[src/rtl/frame_reader.sv]
// frame_reader: raster-order SRAM frame reader with a 2-entry pixel stream buffer
module frame_reader #(
  parameter int DATA_WIDTH = 8,
  parameter int ADDR_WIDTH = 17,
  parameter int IMG_W      = 320,
  parameter int IMG_H      = 240
) (
  input  logic                  clk,
  input  logic                  rst,
  input  logic                  start,
  output logic                  busy,
  output logic                  done,
  output logic                  sram_en,
  output logic                  sram_we,
  output logic [ADDR_WIDTH-1:0] sram_addr,
  input  logic [DATA_WIDTH-1:0] sram_rdata,
  output logic                  m_valid,
  input  logic                  m_ready,
  output logic [DATA_WIDTH-1:0] m_data,
  output logic                  m_sol,
  output logic                  m_eol,
  output logic                  m_eof
);
  localparam int XW = $clog2(IMG_W + 1);
  localparam int YW = $clog2(IMG_H + 1);
  localparam int EW = DATA_WIDTH + 3;
  typedef enum logic [1:0] {IDLE, RUN, DRAIN} state_t;
  state_t                state;
  logic [XW-1:0]         x;
  logic [YW-1:0]         y;
  logic [ADDR_WIDTH-1:0] addr;
  logic                  inflight;
  logic [2:0]            flags;
  logic [EW-1:0]         b0, b1;
  logic [1:0]            count;
  logic                  pop, issue, last, x_end;
  logic [2:0]            occ;
  // occ is the buffer occupancy after this cycle's pop and the pending return land
  assign pop       = m_valid & m_ready;
  assign occ       = {1'b0, count} + {2'b0, inflight} - {2'b0, pop};
  assign issue     = (state == RUN) && (occ < 3'd2);
  assign x_end     = x == XW'(IMG_W - 1);
  assign last      = x_end && (y == YW'(IMG_H - 1));
  assign sram_en   = issue;
  assign sram_we   = 1'b0;
  assign sram_addr = addr;
  assign m_valid   = count != 2'd0;
  assign {m_eof, m_eol, m_sol, m_data} = b0;
  // scan control, raster counters and the sideband flags travelling with each read
  always_ff @(posedge clk) begin
    if (rst) begin
      state    <= IDLE;
      busy     <= 1'b0;
      done     <= 1'b0;
      x        <= '0;
      y        <= '0;
      addr     <= '0;
      inflight <= 1'b0;
      flags    <= '0;
    end else begin
      done     <= 1'b0;
      inflight <= issue;
      if (issue) flags <= {last, x_end, x == '0};
      if (issue && !last) begin
        x    <= x_end ? '0 : x + XW'(1);
        y    <= x_end ? y + YW'(1) : y;
        addr <= addr + ADDR_WIDTH'(1);
      end
      case (state)
        IDLE: if (start) begin
          state <= RUN;
          busy  <= 1'b1;
          x     <= '0;
          y     <= '0;
          addr  <= '0;
        end
        RUN: if (issue && last) state <= DRAIN;
        DRAIN: if (occ == 3'd0) begin
          state <= IDLE;
          busy  <= 1'b0;
          done  <= 1'b1;
        end
        default: state <= IDLE;
      endcase
    end
  end
  // two-entry FIFO as a shift pair; the returning word lands behind whatever survives the pop
  always_ff @(posedge clk) begin
    if (rst) begin
      count <= '0;
      b0    <= '0;
      b1    <= '0;
    end else begin
      count <= occ[1:0];
      if (pop) b0 <= b1;
      if (inflight && count == {1'b0, pop}) b0 <= {flags, sram_rdata};
      else if (inflight) b1 <= {flags, sram_rdata};
    end
  end
endmodule
[config.mk]
export PLATFORM = sky130hd
export DESIGN_NAME = frame_reader
export DESIGN_NICKNAME = d
export VERILOG_FILES = /design/src/rtl/frame_reader.sv
export SDC_FILE = /design/constraint.sdc
export NUM_CORES = 1
export LEC_CHECK = 0
export BUFFER_PORTS_ARGS = -buffer_cell sky130_fd_sc_hd__buf_4
export CORE_UTILIZATION = 55
export DETAILED_ROUTE_END_ITERATION = 7
export PLACE_DENSITY = 0.77
export SLEW_MARGIN = 40
export SYNTH_ARGS = -nofsm -noshare
export SYNTH_HDL_FRONTEND = slang
export SYNTH_SLANG_ARGS = --single-unit
[constraint.sdc]
create_clock -name clk -period 4.55 [get_ports clk]
set_input_delay 0.455 -clock clk [delete_from_list [all_inputs] [get_ports clk]]
set_output_delay 0.455 -clock clk [all_outputs]
set_load 0.01 [all_outputs]
Word-level counts from Yosys, hierarchy flattened
Index checks and enable logic that the tools add are counted.
{"block": "classes", "add_sub_neg": 5, "n_lt_le_gt_ge": 1, "n_eq_ne": 8, "n_mux": 21, "bitwise": 3, "n_reduce_logical": 16}
{"cell": "two-way mux 17 bit", "count": 3}
{"cell": "two-way mux 9 bit", "count": 4}
{"cell": "two-way mux 8 bit", "count": 4}
{"cell": "two-way mux 11 bit", "count": 2}
{"cell": "adder 17 x 1 -> 17 bit (second input constant)", "count": 1}
{"cell": "adder 9 x 1 -> 9 bit (second input constant)", "count": 1}
{"cell": "== test 9 bit (second input constant)", "count": 1}
{"cell": "zero test 9 bit", "count": 1}
{"cell": "adder 8 x 1 -> 8 bit (second input constant)", "count": 1}
{"cell": "== test 8 bit (second input constant)", "count": 1}
{"cell": "two-way mux 2 bit", "count": 3}
{"cell": "case mux 2 bit (3 select lines)", "count": 1}
{"cell": "AND reduction 3 bit", "count": 2}
{"cell": "nonzero test 2 bit", "count": 3}
{"cell": "logical AND 1 bit", "count": 5}
{"cell": "!= test 2 bit (second input constant)", "count": 2}
{"cell": "adder 2 x 1 -> 3 bit", "count": 1}
{"cell": "zero test 3 bit", "count": 1}
{"cell": "less-than comparator 3 x 2 -> 1 bit (second input constant)", "count": 1}
{"cell": "two-way mux 1 bit", "count": 3}
{"cell": "subtractor 3 x 1 -> 3 bit", "count": 1}
{"cell": "== test 2 x 1 -> 1 bit", "count": 1}
{"cell": "== test 2 x 1 -> 1 bit (second input constant)", "count": 1}
{"cell": "== test 2 bit (second input constant)", "count": 1}
{"cell": "other kinds (8)", "count": 9}
{"block": "word_totals", "ff_bits": 66, "out_inout_bits": 33}

Longest topological paths before layout
{"block": "logic_depth", "ltp_word": 9, "mapped_depth": 16, "mapped_depth_nobuf": 13}

Worst setup path after synthesis
No wires, ideal clock.
{"block": "synth_path", "kind": "register to register", "from": "reg count[1]", "to": "reg addr[16], in the netlist sram_addr[16]", "setup_ps": 70, "arrival_ps": 3378, "slack_ps": 1102, "path_stages_with_launch": 15, "path_buffers": 2, "period_less_slack_ps": 3448, "path_cell_list": "dfxtp_1 > or2_2 > nand2_1 > buf_2 > inv_1 > ha_1 > inv_1 > ha_1 > inv_1 > fa_1 > and3b_1 > clkbuf_1 > nand4_1 > or4_1 > a21oi_1"}
{"block": "synth_via", "elab_chain_len": 9, "elab_cells_between_ends": 10}
{"item": "start, declared", "line_no": "35", "text": "logic [1:0] count;"}
{"item": "start signal, assigned", "line_no": "94", "text": "count <= occ[1:0];"}
{"item": "nonzero test 2 bit (*)", "line_no": "47", "text": "assign m_valid = count != 2'd0;"}
{"item": "net m_valid", "line_no": "17", "text": "output logic m_valid,"}
{"item": "bitwise AND 1 bit (*)", "line_no": "39", "text": "assign pop = m_valid & m_ready;"}
{"item": "subtractor 3 x 1 -> 3 bit (*)", "line_no": "40", "text": "assign occ = {1'b0, count} + {2'b0, inflight} - {2'b0, pop};"}
{"item": "less-than comparator 3 x 2 -> 1 bit (*)", "line_no": "41", "text": "assign issue = (state == RUN) && (occ < 3'd2);"}
{"item": "logical AND 1 bit (*)", "line_no": "41"}
{"item": "logical AND 1 bit (*)", "line_no": "64", "text": "if (issue && !last) begin"}
{"item": "two-way mux 17 bit (*)", "line_no": "64"}
{"item": "two-way mux 17 bit", "line_no": "70", "text": "IDLE: if (start) begin"}
{"item": "two-way mux 17 bit (*)", "line_no": "69", "text": "case (state)"}
{"item": "end signal, assigned", "line_no": "67", "text": "addr <= addr + ADDR_WIDTH'(1);"}
{"item": "end, declared", "line_no": "31", "text": "logic [ADDR_WIDTH-1:0] addr;"}
The timed path passes the listed nets; every way through them passes the cells marked *.
A chain may end at the register's enable or synchronous reset.

Worst setup path in the final report
{"block": "layout_path", "from": "reg count[1]", "to": "out sram_en"}
{"block": "layout_via", "elab_chain_len": 5, "elab_cells_between_ends": 6}
{"item": "branches (longest 2 deep; another with adder 2 x 1 -> 3 bit)"}
{"item": "subtractor 3 x 1 -> 3 bit (*)", "line_no": "40"}
{"item": "less-than comparator 3 x 2 -> 1 bit (*)", "line_no": "41"}
{"item": "logical AND 1 bit (*)", "line_no": "41"}
{"item": "end, declared", "line_no": "13", "text": "output logic sram_en,"}
Mark *: on every way between the ends.

==> impl_metrics.ini <==
[setup_path]
critPathKind = reg2out
startpoint = count[1]
endpoint = sram_en
crit_slowest_cell = xnor2_1
r2r_cells = 13
cp_slowest_stage_delay_ns = 0.38
reg2reg_from = count[1]
critPathCaptureType = output port
path_cells = or2_2, nand2_1, buf_4, inv_1, ha_1, inv_1, ha_1, inv_1, fa_1, xnor2_1, nand2_1, buf_4, inv_1, buf_4
worstPathRequired_ns = 4.09
arrival_ns = 3.60
crit_path_start_kind = register
reg2reg_to = sram_addr[16]
r2r_setup_slack_ns = 0.89
path_max_fanout = 24
crit_top_cell = inv_1

[pwr]
p_per_area_nw_per_um2 = 422
ir_drop_v = 0.000239
power_leakage_nw = 1.50

[global_route]
grt_pass1_vias = 2474
antenna_found_initial = 0
grt_pass1_wl_um = 11400
grt_max_degree = 35
grtUsageTotal = 0.237
overflow = 0

[clock_tree]
post_cts_resized = 0
cts_inserted_buffers = 9
cts.clk_slew.worst_paths_ns = 0.07
holdBufCountCts = 0
cts_max_level = 3
clk_latency_ns = 0.33
clkSinkCount = 66
cts_root_buf = clkbuf_8
tritoncts = done
clockBufferDepth = 2
postCtsSetupRepairBufs = 0

[die]
rows = 27
die_w_um = 77.5
start_util = 0.569
fp.dieH_um = 77.5
io_pins = 45
core_um2 = 5510
dieArea_um2 = 6000

[sta]
timing.fmax_ghz = 0.247
fin_hold_ws_ns = 0.362
hold_violations = 0
setup_viol = 0
grt_setup_unrepaired = false
fin_crit_sh = 0.891
fin_crit_ns = 4.06
relSlewSlack = 0.518
drv_slew = 0
fin_tns_setup_ns = 0
worst_pin_slew_ns = 0.720
fin_skew_ns = 0.00472

[run]
maxCapViolCount = 0

[logic_synthesis]
syn_inst = 350
synth_area_per_cell_um2 = 8.95
yosysTopAreaCellShare = 0.422
synth_nets = 369
synth-main-ff-cell = dfxtp_1
yosys_warnings = 0
yosys_register_bits = 66
synth_area_leaders = dfxtp_1 42%, mux2i_1 7.0%, a21oi_1 5.9%
ys_top_cells_by_count = 66 x dfxtp_1, 37 x a21oi_1, 26 x nor2_1, 23 x o31ai_1
async_flop_share = 0
yosysMostFrequentCell = dfxtp_1
seq_area_frac_synth = 0.422
yosysUniqueCellTypes = 45
yosys.area.top_type = dfxtp_1
synth-edff-count = 0
synthesis.area_um2 = 3130

[drt]
ant_nets = 0
first_iter_violations = 134
drtPass1Iterations = 4
via_per_inst = 5.98
via_count = 2769
drt-total-wl_um = 6710
routedWlPerCell_um = 14.5
drc = 0

[worst_hold_path]
worstHoldPathType = in2reg
hold_depth = 3

[outcome]
status = completed

[final_layout]
antenna_cells = 0
drive_above_1_share = 0.182
syn_to_final_growth_pct = 17.6
fin_nets = 407
fill_cells = 473

[placement]
gp_congestion = 0.850
dp_hpwl_um = 4500
io_buffers = 43
==> state kept, by name, summed over array words and instances (netlist names) <==
signal     flops
done           1
inflight       1
flags          3
sram_addr     17
b1            11
busy           1
state          2
y              8
x              9
count          2
b0            11
==> logic make-up after synthesis <==
family,count (synthesis),synth area share
muxes,22,0.0703
adders and majority gates,7,0.0304
xor gates and xnor gates,1,0.00280
other,1,0.00120
DFF,66,0.422
and+or+nand+nor,124,0.243
AOI/OAI and AO/OA,92,0.183
buffers and inverters,37,0.0475
==> worst min-delay path by stage <==
stage	start	end	slack, ns
after floorplan	flags[2]	flags[2]	0.44
after global placement	sram_addr[16]	sram_addr[16]	0.47
after detailed placement	flags[1]	flags[1]	0.48
after CTS	sram_rdata[4]	b1[4]	0.35
after global routing	sram_rdata[2]	b1[2]	0.35
final	sram_rdata[4]	b1[4]	0.36
==> worst max-delay path, delay by kind of cell (launching register included) <==
family,cells,cell delay [ns]
buffers and inverters,7,1.07
and+or+nand+nor,3,0.64
xor gates and xnor gates,1,0.38
DFF,1,0.37
adders and majority gates,3,0.81
==> final cells by class <==
cell class                      count  area, um2  area share
Multi-Input combinational cell    247       1690       0.458
Timing Repair Buffer               49        372       0.101
Clock buffer                       11        141      0.0384
Clock inverter                      3       17.5     0.00475
Inverter                           15       56.3      0.0153
Sequential cell                    66       1320       0.359
Tap cell                           72       90.1      0.0244
==> power breakdown <==
group	total, W	internal (W)	switching (W)
Combinational	0.000464	0.000197	0.000267
Clock	0.000414	0.000205	0.000209
Sequential	0.000679	0.000636	0.0000430
Total	0.00156	0.00104	0.000519
==> stage by stage <==
stage | instance area, um2 | util | worst slack, ns | instances | total power (W)
3_5_place_dp | 3510 | 0.638 | 0.879 | 448 | 0.00115
2_1_floorplan | 3130 | - | 1.10 | 350 | 0.00100
6_report | 3680 | 0.669 | 0.494 | 463 | 0.00156
3_3_place_gp | 3500 | 0.635 | 0.999 | 448 | 0.00113
5_1_grt | 3680 | 0.669 | 0.134 | 463 | 0.00166
4_1_cts | 3670 | 0.667 | 0.491 | 462 | 0.00156
==> per-layer routing <==
layer	vias up	global-route usage	share of wire	wire (um)
met4	0	0.104	0.023	157
met5	-	0	0	0
li1	1396	-	-	-
met1	1307	0.320	0.49	3270
met2	52	0.371	0.45	3040
met3	14	0.0400	0.035	238
==> cell usage in the layout, fill, tap and decap left out, types with 2 or more instances in the layout <==
cell type | netlist | layout
o21a_1 | 2 | 2
clkinv_2 | 0 | 2
nand3_1 | 14 | 14
nand2_1 | 15 | 15
nor3b_1 | 2 | 2
o21ai_1 | 1 | 2
clkbuf_8 | 0 | 10
o31ai_1 | 23 | 23
nand2b_1 | 2 | 2
nand4bb_1 | 2 | 2
ha_1 | 6 | 6
a21oi_1 | 37 | 37
inv_1 | 15 | 15
dfxtp_1 | 66 | 66
and4_1 | 6 | 6
o21ai_0 | 11 | 10
buf_4 | 1 | 48
a211oi_1 | 13 | 13
nor2_1 | 26 | 26
or4_1 | 22 | 22
nand4_1 | 9 | 9
or3_1 | 7 | 7
or2_2 | 3 | 3
and3_1 | 2 | 2
mux2i_1 | 22 | 22
nor4_1 | 3 | 2
(Power assumes the default switching activity.)
